<file path="src/rtl/button_event_decoder.sv">
// Button event decoder: turns a debounced level into press/release/short/long/double pulses.
// Latency: 1 cycle from sampled level to registered pulse; no backpressure (pulses are unconditional).
module button_event_decoder #(
    parameter int LONG_PERIOD = 1000,
    parameter int DOUBLE_GAP  = 500,
    parameter int CNT_W       = $clog2(((LONG_PERIOD > DOUBLE_GAP) ? LONG_PERIOD : DOUBLE_GAP) + 1)
) (
    input  logic i_clk,
    input  logic i_rst_n,
    input  logic i_level,
    output logic o_press,
    output logic o_release,
    output logic o_short,
    output logic o_long,
    output logic o_double
);

    typedef enum logic [2:0] {
        S_IDLE        = 3'd0,
        S_PRESSED1    = 3'd1,
        S_LONG_HELD   = 3'd2,
        S_WAIT_SECOND = 3'd3,
        S_PRESSED2    = 3'd4
    } state_t;

    localparam logic [CNT_W-1:0] LONG_LAST = CNT_W'(LONG_PERIOD - 1);
    localparam logic [CNT_W-1:0] GAP_LAST  = CNT_W'(DOUBLE_GAP - 1);

    state_t           r_state;
    state_t           w_state_nxt;
    logic [CNT_W-1:0] r_cnt;
    logic [CNT_W-1:0] w_cnt_nxt;
    logic             r_prev;
    logic             w_rise;

    logic r_press,   w_press_nxt;
    logic r_release, w_release_nxt;
    logic r_short,   w_short_nxt;
    logic r_long,    w_long_nxt;
    logic r_double,  w_double_nxt;

    assign w_rise = i_level & ~r_prev;

    always_ff @(posedge i_clk or negedge i_rst_n) begin
        if (!i_rst_n) begin
            r_state   <= S_IDLE;
            r_cnt     <= '0;
            r_prev    <= 1'b0;
            r_press   <= 1'b0;
            r_release <= 1'b0;
            r_short   <= 1'b0;
            r_long    <= 1'b0;
            r_double  <= 1'b0;
        end else begin
            r_state   <= w_state_nxt;
            r_cnt     <= w_cnt_nxt;
            r_prev    <= i_level;
            r_press   <= w_press_nxt;
            r_release <= w_release_nxt;
            r_short   <= w_short_nxt;
            r_long    <= w_long_nxt;
            r_double  <= w_double_nxt;
        end
    end

    // Counter is compared before increment in both timed states, so it never wraps.
    always_comb begin
        w_state_nxt   = r_state;
        w_cnt_nxt     = r_cnt;
        w_press_nxt   = 1'b0;
        w_release_nxt = 1'b0;
        w_short_nxt   = 1'b0;
        w_long_nxt    = 1'b0;
        w_double_nxt  = 1'b0;

        case (r_state)
            S_IDLE: begin
                if (w_rise) begin
                    w_press_nxt = 1'b1;
                    w_cnt_nxt   = '0;
                    w_state_nxt = S_PRESSED1;
                end
            end
            S_PRESSED1: begin
                if (!i_level) begin
                    w_release_nxt = 1'b1;
                    w_cnt_nxt     = '0;
                    w_state_nxt   = S_WAIT_SECOND;
                end else if (r_cnt == LONG_LAST) begin
                    w_long_nxt  = 1'b1;
                    w_state_nxt = S_LONG_HELD;
                end else begin
                    w_cnt_nxt = r_cnt + CNT_W'(1);
                end
            end
            S_LONG_HELD: begin
                if (!i_level) begin
                    w_release_nxt = 1'b1;
                    w_state_nxt   = S_IDLE;
                end
            end
            S_WAIT_SECOND: begin
                // A press on the final gap sample wins over the short timeout.
                if (i_level) begin
                    w_press_nxt  = 1'b1;
                    w_double_nxt = 1'b1;
                    w_state_nxt  = S_PRESSED2;
                end else if (r_cnt == GAP_LAST) begin
                    w_short_nxt = 1'b1;
                    w_state_nxt = S_IDLE;
                end else begin
                    w_cnt_nxt = r_cnt + CNT_W'(1);
                end
            end
            S_PRESSED2: begin
                if (!i_level) begin
                    w_release_nxt = 1'b1;
                    w_state_nxt   = S_IDLE;
                end
            end
            default: begin
                w_state_nxt = S_IDLE;
                w_cnt_nxt   = '0;
            end
        endcase
    end

    assign o_press   = r_press;
    assign o_release = r_release;
    assign o_short   = r_short;
    assign o_long    = r_long;
    assign o_double  = r_double;

endmodule

</file>
<file path="config.mk">
export PLATFORM = sky130hd
export DESIGN_NAME = button_event_decoder
export DESIGN_NICKNAME = d
export VERILOG_FILES = /design/src/rtl/button_event_decoder.sv
export SDC_FILE = /design/constraint.sdc
export NUM_CORES = 1
export LEC_CHECK = 0
export BUFFER_PORTS_ARGS = -buffer_cell sky130_fd_sc_hd__buf_4
export CAP_MARGIN = 30
export CORE_ASPECT_RATIO = 1.2
export CORE_MARGIN = 1
export CORE_UTILIZATION = 30
export DETAILED_ROUTE_END_ITERATION = 10
export HOLD_SLACK_MARGIN = 0.03
export PLACE_DENSITY = 0.44
export SLEW_MARGIN = 20
export SYNTH_ARGS = -nofsm -noshare
export SYNTH_HDL_FRONTEND = slang
export SYNTH_SLANG_ARGS = --single-unit
</file>
<file path="constraint.sdc">
create_clock -name i_clk -period 2.29 [get_ports i_clk]
set_clock_uncertainty 0.15 [all_clocks]
set_input_delay 0.458 -clock i_clk [delete_from_list [all_inputs] [get_ports i_clk]]
set_output_delay 0.458 -clock i_clk [all_outputs]
set_load 0.1 [all_outputs]
</file>
==> summary.txt, run 1 <==
Timing
  • Max-slew violations: 0
  • Fmax: 0.480 GHz
  • Setup violations, final: 0
  • Unrepaired setup endpoints after global routing: false
  • Final period utilization: 0.910
  • Relative slew slack: 0.613
  • Worst-Margin Slew: 0.580 ns
  • Final hold vios: 0
  • Period minus WS final: 2.08 ns

Synthesis
  • Number of enable flip-flop cells after synthesis: 0
  • Synth area leaders: dfrtp_1 (45%), o21ai_1 (5.2%), a31oi_2 (3.5%), nor2_1 (3.2%), a21oi_1 (2.8%)
  • Primary FF master, synth: dfrtp_1
  • Async SR Flop Fraction: 1.00
  • Synth top area share: 0.448
  • Syn Area/Cell: 9.56 sq um
  • Synth Instances: 111
  • Mapped Area: 1060 sq um
  • Area leader, netlist: dfrtp_1
  • Sequential share of the synthesized area: 0.448
  • Synth warnings: 0
  • Most common cell in the synthesized netlist: dfrtp_1
  • #FFs+latches synth: 19
  • Synth unique cells: 40
  • Post-Syn Nets: 115
  • Top post-synthesis cells by count: dfrtp_1 (19), o21ai_1 (11), nor2_1 (9)

Clock tree
  • CTS tree: yes
  • Root Buffer: clkbuf_8
  • CTS clk-pin slew, worst paths: 0.08 ns
  • H-tree levels: 1
  • CTS Buffer Depth: 2
  • Clock Latency Late Sink: 0.26 ns
  • Clock sink count: 19
  • Setup bufs post-CTS: 0
  • CTS Buf Count: 3

Pwr
  • Sequential Power Share: 0.362
  • Static leakage: 0.000581 uW
  • Net Sw Power: 537 uW
  • Share of total power in the clock network: 0.193
  • PwrDens: 984 nW/um^2
  • Worst vdd rail ir drop: 0.000728 V
  • Internal power: 712 uW
  • Logic pwr share: 0.445
  • Tot Pwr: 1250 uW
  • Switch share: 0.430

Worst setup path
  • Worst Path Required: 2.26 ns
  • Crit start category: register
  • CP max stage cell: dfrtp_1
  • Kind of end point of the critical path: register
  • CP peak stage delay: 0.43 ns
  • Most used cell, CP: buf_4
  • Crit Path Category: register to register
  • WP data arrival: 2.05 ns
  • CP Cell Sequence: ha_1, nand3b_1, buf_4, nor4_2, o32ai_2, buf_4, a31oi_1, a31oi_2
  • Worst-path fanout max: 8

Place
  • Placed inst area: 1200 sq um
  • I/O Buffers: 7
  • HPWL after detailed placement: 1680 um
  • Routability cong.: 0.795

Global routing
  • First-pass GRT wire length: 4200 um
  • GRT Util Overall: 0.144
  • Via count of the first global-routing pass: 883
  • Initial antenna violation count: 0
  • Pin count of the biggest net entering global routing: 20
  • Grt ovf: 0

Route
  • DRC: 0
  • Wire per inst: 14.2 um
  • Via/cell ratio: 5.23
  • Drt total wl: 2340 um
  • DRT Pass-1 Iters: 4
  • Post-route ant nets: 0
  • Routed via count: 857
  • Starting DRT DRC Count: 20

Die
  • Row Count: 23
  • Initial core utilization: 0.315
  • Die X-Extent: 56.3 um
  • Die H: 67.1 um
  • Core Footprint: 3370 sq um
  • Die area: 3780 sq um
  • I/O pin cnt: 8

Layout
  • Antenna cells: 0
  • Area growth syn-to-layout: 19.6%
  • # nets final: 132
  • Fill count: 347
  • Ratio of cells with drive above 1 in the final layout: 0.260
  • Finished Cell Area: 1270 sq um

Run status
  • Outcome: complete, no violations

Worst hold path
  • Min-delay worst type: input pin to register

Run
  • Number of max-cap violations: 0
## placed cells by master (no fill, tap or decap), drive strengths merged
| master | instances |
|---|---|
| a211oi | 1 |
| a21oi | 8 |
| a31oi | 6 |
| a41oi | 1 |
| and3 | 4 |
| and4 | 2 |
| buf | 18 |
| clkbuf | 3 |
| clkinv | 1 |
| dfrtp | 19 |
| dlygate4sd3 | 1 |
| ha | 1 |
| inv | 8 |
| mux2i | 1 |
| nand2 | 7 |
| nand2b | 2 |
| nand3 | 3 |
| nand3b | 3 |
| nand4 | 2 |
| nand4bb | 1 |
| nor2 | 9 |
| nor2b | 1 |
| nor3 | 1 |
| nor3b | 1 |
| nor4 | 2 |
| o211a | 1 |
| o21ai | 13 |
| o32ai | 1 |
| o41ai | 1 |
| or2 | 1 |
| or3 | 1 |
| or4 | 2 |
| xor2 | 1 |
## critical path, delay by kind of cell, from the launching register on
kind	cells	cell delay, ns
compound gates	3	0.44
fa+ha+maj	1	0.19
buf+inv	2	0.37
simple gates	2	0.36
flops	1	0.43
## cell type report
class / count / area, sq um / share of cell area
flip-flops and latches: 19 / 475 / 0.375
repair buffers: 19 / 145 / 0.114
well taps: 37 / 46.3 / 0.0365
clock buffers: 3 / 41.3 / 0.0325
inverters: 8 / 30.0 / 0.0237
clock inverters: 1 / 5.00 / 0.00394
multi-input cells: 77 / 526 / 0.414
## flip-flops by register name (all words and copies together), names as in the netlist
signal / count
o_release: 1
o_short: 1
o_press: 1
o_double: 1
r_state: 3
r_cnt: 10
r_prev: 1
o_long: 1
## power by group through the flow
stage	Clock (uW)	Combinational (uW)	Sequential, uW
after floorplan	0	316	549
after global placement	0	553	453
after detailed placement	0	555	459
after CTS	252	560	452
after global routing	265	611	460
final	242	555	452
## layer usage
metal	global-route usage	up-vias	part of all wire
met5	0	-	0
met4	0.0671	0	0.011
met3	0.0172	2	0.023
met2	0.238	8	0.46
met1	0.190	407	0.51
li1	-	440	-
## through the flow
step,TNS (ns),utilization,hold slack (ns),setup WS (ns),std cells
3_5_place_dp,-0.237,0.356,0.205,-0.103,159
6_report,0,0.377,0.319,0.205,164
2_1_floorplan,0,-,0.0124,0.416,111
5_1_grt,0,0.377,0.311,0.0262,164
3_3_place_gp,0,0.356,0.200,0.0383,159
4_1_cts,0,0.375,0.316,0.144,164
## timing repair
item	in CTS	in global routing
hold buffers	1	0
hold endpoints to repair	19	0
gates resized for setup	1	1
endpoints found under the setup margin	5	3
## kinds of logic (layout without fill, tap and decap cells)
family | after synthesis | in the layout | share of synthesized area
xor gates and xnor gates | 1 | 1 | 0.00826
AOI/OAI and AO/OA | 32 | 32 | 0.200
adders and majority gates | 1 | 1 | 0.0118
DFF | 19 | 19 | 0.448
buffers and inverters | 15 | 31 | 0.0696
muxes | 1 | 1 | 0.00943
and+or+nand+nor | 42 | 42 | 0.252
## path summary, 6_finish.rpt
kind	from	to	slack [ns]	cells past startpoint
setup / recovery	r_cnt[0]$_DFFE_PN0P_	r_cnt[7]$_DFFE_PN0P_	0.21	8
hold reg to reg	r_cnt[3]$_DFFE_PN0P_	r_cnt[3]$_DFFE_PN0P_	0.40	1
hold / removal	i_level	r_prev$_DFF_PN0_	0.32	2
max in group asynchronous	i_rst_n	r_cnt[5]$_DFFE_PN0P_	1.33	2
setup reg to reg	r_cnt[0]$_DFFE_PN0P_	r_cnt[7]$_DFFE_PN0P_	0.21	8
min in group asynchronous	i_rst_n	o_release$_DFF_PN0_	0.46	2
Note: power is estimated with default switching activity, not from simulation.
==> run 2, diff against run 1 <==
--- a/config.mk
+++ b/config.mk
@@ -9,10 +9,10 @@
 export CAP_MARGIN = 30
 export CORE_ASPECT_RATIO = 1.2
 export CORE_MARGIN = 1
-export CORE_UTILIZATION = 30
+export CORE_UTILIZATION = 57
 export DETAILED_ROUTE_END_ITERATION = 10
 export HOLD_SLACK_MARGIN = 0.03
-export PLACE_DENSITY = 0.44
+export PLACE_DENSITY = 0.74
 export SLEW_MARGIN = 20
 export SYNTH_ARGS = -nofsm -noshare
 export SYNTH_HDL_FRONTEND = slang
==> summary.txt, run 2 (synthesis results as in run 1) <==
Layout
  • Finished Cell Area: 1220 sq um (was 1270 sq um)
  • Antenna cells: 0 (unchanged)
  • Biggest register: r_cnt (unchanged)
  • Ratio of cells with drive above 1 in the final layout: 0.246 (was 0.260)
  • Max reg flops: 10 (unchanged)
  • Register area: 475 sq um (unchanged)
  • # nets final: 131 (was 132)
  • Fill count: 121 (was 347)
  • Most frequent cells in the layout: dfrtp_1 (19), buf_4 (17), o21ai_1 (11) (was dfrtp_1 (19), buf_4 (18), o21ai_1 (11))
  • Multi-input logic area: 526 sq um (unchanged)
  • Area growth syn-to-layout: 14.7% (was 19.6%)
  • Commonest non-fill, non-tap cell in the layout: dfrtp_1 (unchanged)
  • Largest registers: r_cnt x10, r_state x3 (unchanged)
  • Post-route insts no fill: 144 (was 164)

Global routing
  • Grt ovf: 0 (unchanged)
  • Initial antenna violation count: 0 (unchanged)
  • GRT Util Overall: 0.264 (was 0.144)
  • First-pass GRT wire length: 3610 um (was 4200 um)
  • Via count of the first global-routing pass: 842 (was 883)
  • Pin count of the biggest net entering global routing: 20 (unchanged)

Route
  • DRC: 0 (unchanged)
  • Post-route ant nets: 0 (unchanged)
  • Starting DRT DRC Count: 30 (was 20)
  • Drt total wl: 2200 um (was 2340 um)
  • Routed via count: 883 (was 857)
  • Wire per inst: 15.3 um (was 14.2 um)
  • DRT Pass-1 Iters: 4 (unchanged)
  • Via/cell ratio: 6.13 (was 5.23)

Worst hold path
  • Min-delay worst type: input pin to register (unchanged)
  • Worst Min Path Start: i_level (unchanged)
  • Worst hold endpoint: r_prev$_DFF_PN0_ (unchanged)
  • Hold path cells: 1 (was 2)

Timing
  • Period minus WS final: 2.11 ns (was 2.08 ns)
  • Setup violations, final: 0 (unchanged)
  • Max-slew violations: 0 (unchanged)
  • Worst-Margin Slew: 0.571 ns (was 0.580 ns)
  • Unrepaired setup endpoints after global routing: false (unchanged)
  • Final hold vios: 0 (unchanged)
  • Hold WS: 0.172 ns (was 0.319 ns)
  • Fmax: 0.474 GHz (was 0.480 GHz)
  • Relative slew slack: 0.619 (was 0.613)
  • Final period utilization: 0.921 (was 0.910)

Clock tree
  • Clock sink count: 19 (unchanged)
  • H-tree levels: 1 (unchanged)
  • Setup bufs post-CTS: 0 (unchanged)
  • Root Buffer: clkbuf_4 (was clkbuf_8)
  • CTS Buffer Depth: 2 (unchanged)
  • CTS Buf Count: 3 (unchanged)
  • Clock Latency Late Sink: 0.30 ns (was 0.26 ns)
  • CTS tree: yes (unchanged)
  • CTS clk-pin slew, worst paths: 0.10 ns (was 0.08 ns)

Place
  • Placed insts: 139 (was 159)
  • Placed inst area: 1170 sq um (was 1200 sq um)
  • Routability cong.: 0.754 (was 0.795)
  • I/O Buffers: 7 (unchanged)
  • HPWL after detailed placement: 1540 um (was 1680 um)

Die
  • I/O pin cnt: 8 (unchanged)
  • Row Count: 16 (was 23)
  • Core Footprint: 1680 sq um (was 3370 sq um)
  • Die X-Extent: 41.4 um (was 56.3 um)
  • Die area: 2040 sq um (was 3780 sq um)
  • Die H: 49.3 um (was 67.1 um)
  • Initial core utilization: 0.631 (was 0.315)

Worst setup path
  • Buf/Inv on CP: 1 (was 2)
  • Worst r2r src: r_cnt[0]$_DFFE_PN0P_ (unchanged)
  • CP max stage cell: o32ai_2 (was dfrtp_1)
  • R2R depth: 7 (was 8)
  • Crit start category: register (unchanged)
  • Cell family with most CP delay: compound AO/OA/AOI/OAI gates (unchanged)
  • Setup slack, reg-to-reg: 0.18 ns (was 0.21 ns)
  • Kind of end point of the critical path: register (unchanged)
  • Critical Path Start: r_cnt[0]$_DFFE_PN0P_ (unchanged)
  • Worst-path fanout max: 8 (unchanged)
  • Worst r2r dst: r_cnt[7]$_DFFE_PN0P_ (unchanged)
  • CP peak stage delay: 0.50 ns (was 0.43 ns)
  • Crit Path Category: register to register (unchanged)
  • WP data arrival: 2.18 ns (was 2.05 ns)
  • CP Cell Sequence: ha_1, nand3b_1, nor4_1, o32ai_2, buf_4, a31oi_1, a31oi_2 (was ha_1, nand3b_1, buf_4, nor4_2, o32ai_2, buf_4, a31oi_1, a31oi_2)
  • Worst Path Required: 2.36 ns (was 2.26 ns)

Run
  • Number of max-cap violations: 0 (unchanged)

Run status
  • Outcome: complete, no violations (unchanged)

Pwr
  • PwrDens: 971 nW/um^2 (was 984 nW/um^2)
  • Static leakage: 0.000565 uW (was 0.000581 uW)
  • Worst vdd rail ir drop: 0.000776 V (was 0.000728 V)
## run 2: layout make-up
class,instances,area share
multi-input cells,77,0.432
inverters,8,0.0247
flip-flops and latches,19,0.391
clock buffers,4,0.0216
well taps,18,0.0185
repair buffers,18,0.113
## run 2: through the flow
stage | setup slack (ns) | setup TNS, ns | power [uW] | util
2_1_floorplan | 0.416 | 0 | 865 | -
3_3_place_gp | 0.121 | 0 | 1010 | 0.694
3_5_place_dp | -0.00799 | -0.00799 | 1010 | 0.694
4_1_cts | 0.159 | 0 | 1190 | 0.720
5_1_grt | 0.0413 | 0 | 1270 | 0.724
6_report | 0.181 | 0 | 1180 | 0.724
## run 2: worst max-delay path by stage
stage / to / slack [ns] / cells after the start
floorplan: r_cnt[4]$_DFFE_PN0P_ / 0.42 / 7
global placement: r_cnt[7]$_DFFE_PN0P_ / 0.12 / 7
detailed placement: r_cnt[7]$_DFFE_PN0P_ / -0.008 / 7
CTS: r_cnt[7]$_DFFE_PN0P_ / 0.16 / 8
global route: r_cnt[7]$_DFFE_PN0P_ / 0.04 / 7
finish: r_cnt[7]$_DFFE_PN0P_ / 0.18 / 7
## run 2: layer usage
layer / routed length, um / GRT usage
met3: 73 / 0.0685
met1: 971 / 0.323
met2: 1090 / 0.393
met5: 0 / 0
met4: 61 / 0.161
## run 2: power by group
group	leakage (uW)	internal [uW]	switching, uW	total (uW)
clock network	0.0000150	68.0	99.3	167
logic	0.000294	205	368	573
registers	0.000256	396	46.4	442
total	0.000565	669	514	1180
## run 2: what timing repair did
item	4_1_cts	5_1_grt
endpoints found under the hold margin	19	0
endpoints found under the setup margin	2	2
pin swaps	0	0
gates resized for setup	1	1
hold buffers	1	0
==> run 3, diff against run 2 <==
--- a/config.mk
+++ b/config.mk
@@ -12,7 +12,7 @@
 export CORE_UTILIZATION = 57
 export DETAILED_ROUTE_END_ITERATION = 10
 export HOLD_SLACK_MARGIN = 0.03
-export PLACE_DENSITY = 0.74
+export PLACE_DENSITY = 0.76
 export SLEW_MARGIN = 20
 export SYNTH_ARGS = -nofsm -noshare
 export SYNTH_HDL_FRONTEND = slang
==> summary.txt, run 3 (synthesis results as in run 1) <==
Worst setup path
  • Worst-path fanout max: 10 (was 8)
  • Worst Path Required: 2.35 ns (was 2.36 ns)
  • CP max stage cell: dfrtp_1 (was o32ai_2)
  • Setup slack, reg-to-reg: 0.29 ns (was 0.18 ns)
  • Worst r2r dst: r_cnt[0]$_DFFE_PN0P_ (was r_cnt[7]$_DFFE_PN0P_)
  • WP data arrival: 2.06 ns (was 2.18 ns)
  • Cell family with most CP delay: simple AND/OR/NAND/NOR gates (was compound AO/OA/AOI/OAI gates)
  • Crit Path Category: register to register (unchanged)
  • Crit start category: register (unchanged)
  • Kind of end point of the critical path: register (unchanged)
  • R2R depth: 5 (was 7)
  • Buf/Inv on CP: 0 (was 1)
  • Worst r2r src: r_state[0]$_DFFE_PN0P_ (was r_cnt[0]$_DFFE_PN0P_)
  • CP peak stage delay: 0.60 ns (was 0.50 ns)
  • CP Cell Sequence: nand3b_4, or4_1, a21oi_2, a21oi_2, a21oi_1 (was ha_1, nand3b_1, nor4_1, o32ai_2, buf_4, a31oi_1, a31oi_2)
  • Most used cell, CP: a21oi_2

Global routing
  • Grt ovf: 0 (unchanged)
  • Pin count of the biggest net entering global routing: 20 (unchanged)
  • First-pass GRT wire length: 3330 um (was 3610 um)
  • Met3 usage: 0.0411 (was 0.0685)
  • Met1 Track Usage GR: 0.317 (was 0.323)
  • Via count of the first global-routing pass: 769 (was 842)
  • Met2 Usage GRT: 0.372 (was 0.393)
  • Initial antenna violation count: 0 (unchanged)
  • GRT Util Overall: 0.235 (was 0.264)
  • GR peak layer: met2 (unchanged)

Pwr
  • Tot Pwr: 1130 uW (was 1180 uW)
  • Internal power: 633 uW (was 669 uW)
  • Net Sw Power: 499 uW (was 514 uW)
  • Share of total power in the clock network: 0.144 (was 0.142)
  • PwrDens: 977 nW/um^2 (was 971 nW/um^2)
  • Sequential Power Share: 0.429 (was 0.374)
  • Switch share: 0.441 (was 0.434)
  • Static leakage: 0.000527 uW (was 0.000565 uW)
  • Worst vdd rail ir drop: 0.000612 V (was 0.000776 V)
  • Logic pwr share: 0.427 (was 0.485)

Clock tree
  • Root Buffer: clkbuf_4 (unchanged)
  • Setup bufs post-CTS: 0 (unchanged)
  • CTS tree: yes (unchanged)
  • CTS clk-pin slew, worst paths: 0.10 ns (about the same)
  • CTS Buffer Depth: 2 (unchanged)
  • Clock Latency Late Sink: 0.28 ns (was 0.30 ns)
  • CTS Buf Count: 3 (unchanged)
  • H-tree levels: 1 (unchanged)
  • Clock sink count: 19 (unchanged)

Timing
  • Period minus WS final: 2.00 ns (was 2.11 ns)
  • Setup_tns: 0 ns (unchanged)
  • Setup violations, final: 0 (unchanged)
  • Worst-Margin Slew: 0.574 ns (was 0.571 ns)
  • Unrepaired setup endpoints after global routing: false (unchanged)
  • Final period utilization: 0.873 (was 0.921)
  • Final hold vios: 0 (unchanged)
  • Relative slew slack: 0.617 (was 0.619)
  • Fmax: 0.500 GHz (was 0.474 GHz)
  • Max-slew violations: 0 (unchanged)

Die
  • Die X-Extent: 41.4 um (unchanged)
  • Initial core utilization: 0.631 (unchanged)
  • Row Count: 16 (unchanged)
  • Die area: 2040 sq um (unchanged)
  • Die H: 49.3 um (unchanged)
  • I/O pin cnt: 8 (unchanged)
  • Core Footprint: 1680 sq um (unchanged)

Run
  • Number of max-cap violations: 0 (unchanged)

Route
  • Starting DRT DRC Count: 19 (was 30)
  • Via/cell ratio: 5.98 (was 6.13)
  • DRC: 0 (unchanged)
  • Post-route ant nets: 0 (unchanged)
  • Routed via count: 819 (was 883)
  • Wire per inst: 14.6 um (was 15.3 um)
  • DRT Pass-1 Iters: 4 (unchanged)
  • Drt total wl: 2010 um (was 2200 um)

Place
  • HPWL after detailed placement: 1420 um (was 1540 um)
  • Placed inst area: 1110 sq um (was 1170 sq um)
  • I/O Buffers: 7 (unchanged)
  • Routability cong.: 0.858 (was 0.754)

Layout
  • Ratio of cells with drive above 1 in the final layout: 0.193 (was 0.246)
  • Antenna cells: 0 (unchanged)
  • Finished Cell Area: 1160 sq um (was 1220 sq um)
  • Largest registers: r_cnt x10, r_state x3 (unchanged)
  • Area growth syn-to-layout: 9.08% (was 14.7%)
  • Most frequent cells in the layout: dfrtp_1 (19), o21ai_1 (11), buf_4 (10) (was dfrtp_1 (19), buf_4 (17), o21ai_1 (11))
  • Max reg flops: 10 (unchanged)
  • Biggest register: r_cnt (unchanged)
  • Commonest non-fill, non-tap cell in the layout: dfrtp_1 (unchanged)
  • # nets final: 124 (was 131)

Worst hold path
  • Hold path cells: 1 (unchanged)
  • Min-delay worst type: input pin to register (unchanged)
  • Worst hold endpoint: r_prev$_DFF_PN0_ (unchanged)
  • Worst Min Path Start: i_level (unchanged)

Run status
  • Outcome: complete, no violations (unchanged)
## run 3: cell types whose count changed in the layout (fill, tap and decap cells not counted), sizes merged
| cell | before | now |
|---|---|---|
| buf | 17 | 10 |
## run 3: worst max path at each step
stage	from	end	slack [ns]	cells after the start
final	r_state[0]$_DFFE_PN0P_	r_cnt[0]$_DFFE_PN0P_	0.29	5
after floorplan	r_cnt[0]$_DFFE_PN0P_	r_cnt[4]$_DFFE_PN0P_	0.42	7
after detailed placement	r_cnt[0]$_DFFE_PN0P_	r_cnt[3]$_DFFE_PN0P_	0.28	7
after global routing	r_cnt[0]$_DFFE_PN0P_	r_cnt[3]$_DFFE_PN0P_	0.05	7
after global placement	r_state[2]$_DFFE_PN0P_	r_cnt[3]$_DFFE_PN0P_	0.35	5
after CTS	r_cnt[0]$_DFFE_PN0P_	r_cnt[3]$_DFFE_PN0P_	0.25	7
## run 3: timing repair
| action | 4_1_cts | 5_1_grt |
|---|---|---|
| gates resized for setup | 0 | 1 |
| endpoints found under the hold margin | 19 | 0 |
| setup endpoints to repair | 0 | 1 |
| hold buffers | 1 | 0 |
## run 3: area by class of cell
type | instances | area [sq um]
sequential | 19 | 475
clock buffer | 4 | 26.3
tap | 18 | 22.5
timing repair buffer | 11 | 85.1
fill | 138 | 524
inverter | 8 | 30.0
multi-input combinational | 77 | 518
## run 3: per-layer routing
| layer | vias to the layer above | part of all wire |
|---|---|---|
| li1 | 418 | - |
| met1 | 383 | 0.46 |
| met2 | 16 | 0.50 |
| met3 | 2 | 0.034 |
| met4 | 0 | 0.0070 |
| met5 | - | 0 |
## run 3: power by group through the flow
stage	logic (uW)	clock network, uW	registers [uW]
6_report	483	163	485
5_1_grt	538	183	499
4_1_cts	487	171	485
3_5_place_dp	483	0	492
3_3_place_gp	476	0	487
2_1_floorplan	316	0	549
## run 3: through the flow
stage / utilization / hold WS (ns) / setup WS, ns / cells
after floorplan: - / 0.0124 / 0.416 / 111
after global placement: 0.663 / 0.190 / 0.347 / 132
after detailed placement: 0.663 / 0.193 / 0.283 / 132
after CTS: 0.685 / 0.186 / 0.251 / 137
after global routing: 0.688 / 0.173 / 0.0511 / 137
final: 0.688 / 0.194 / 0.290 / 137
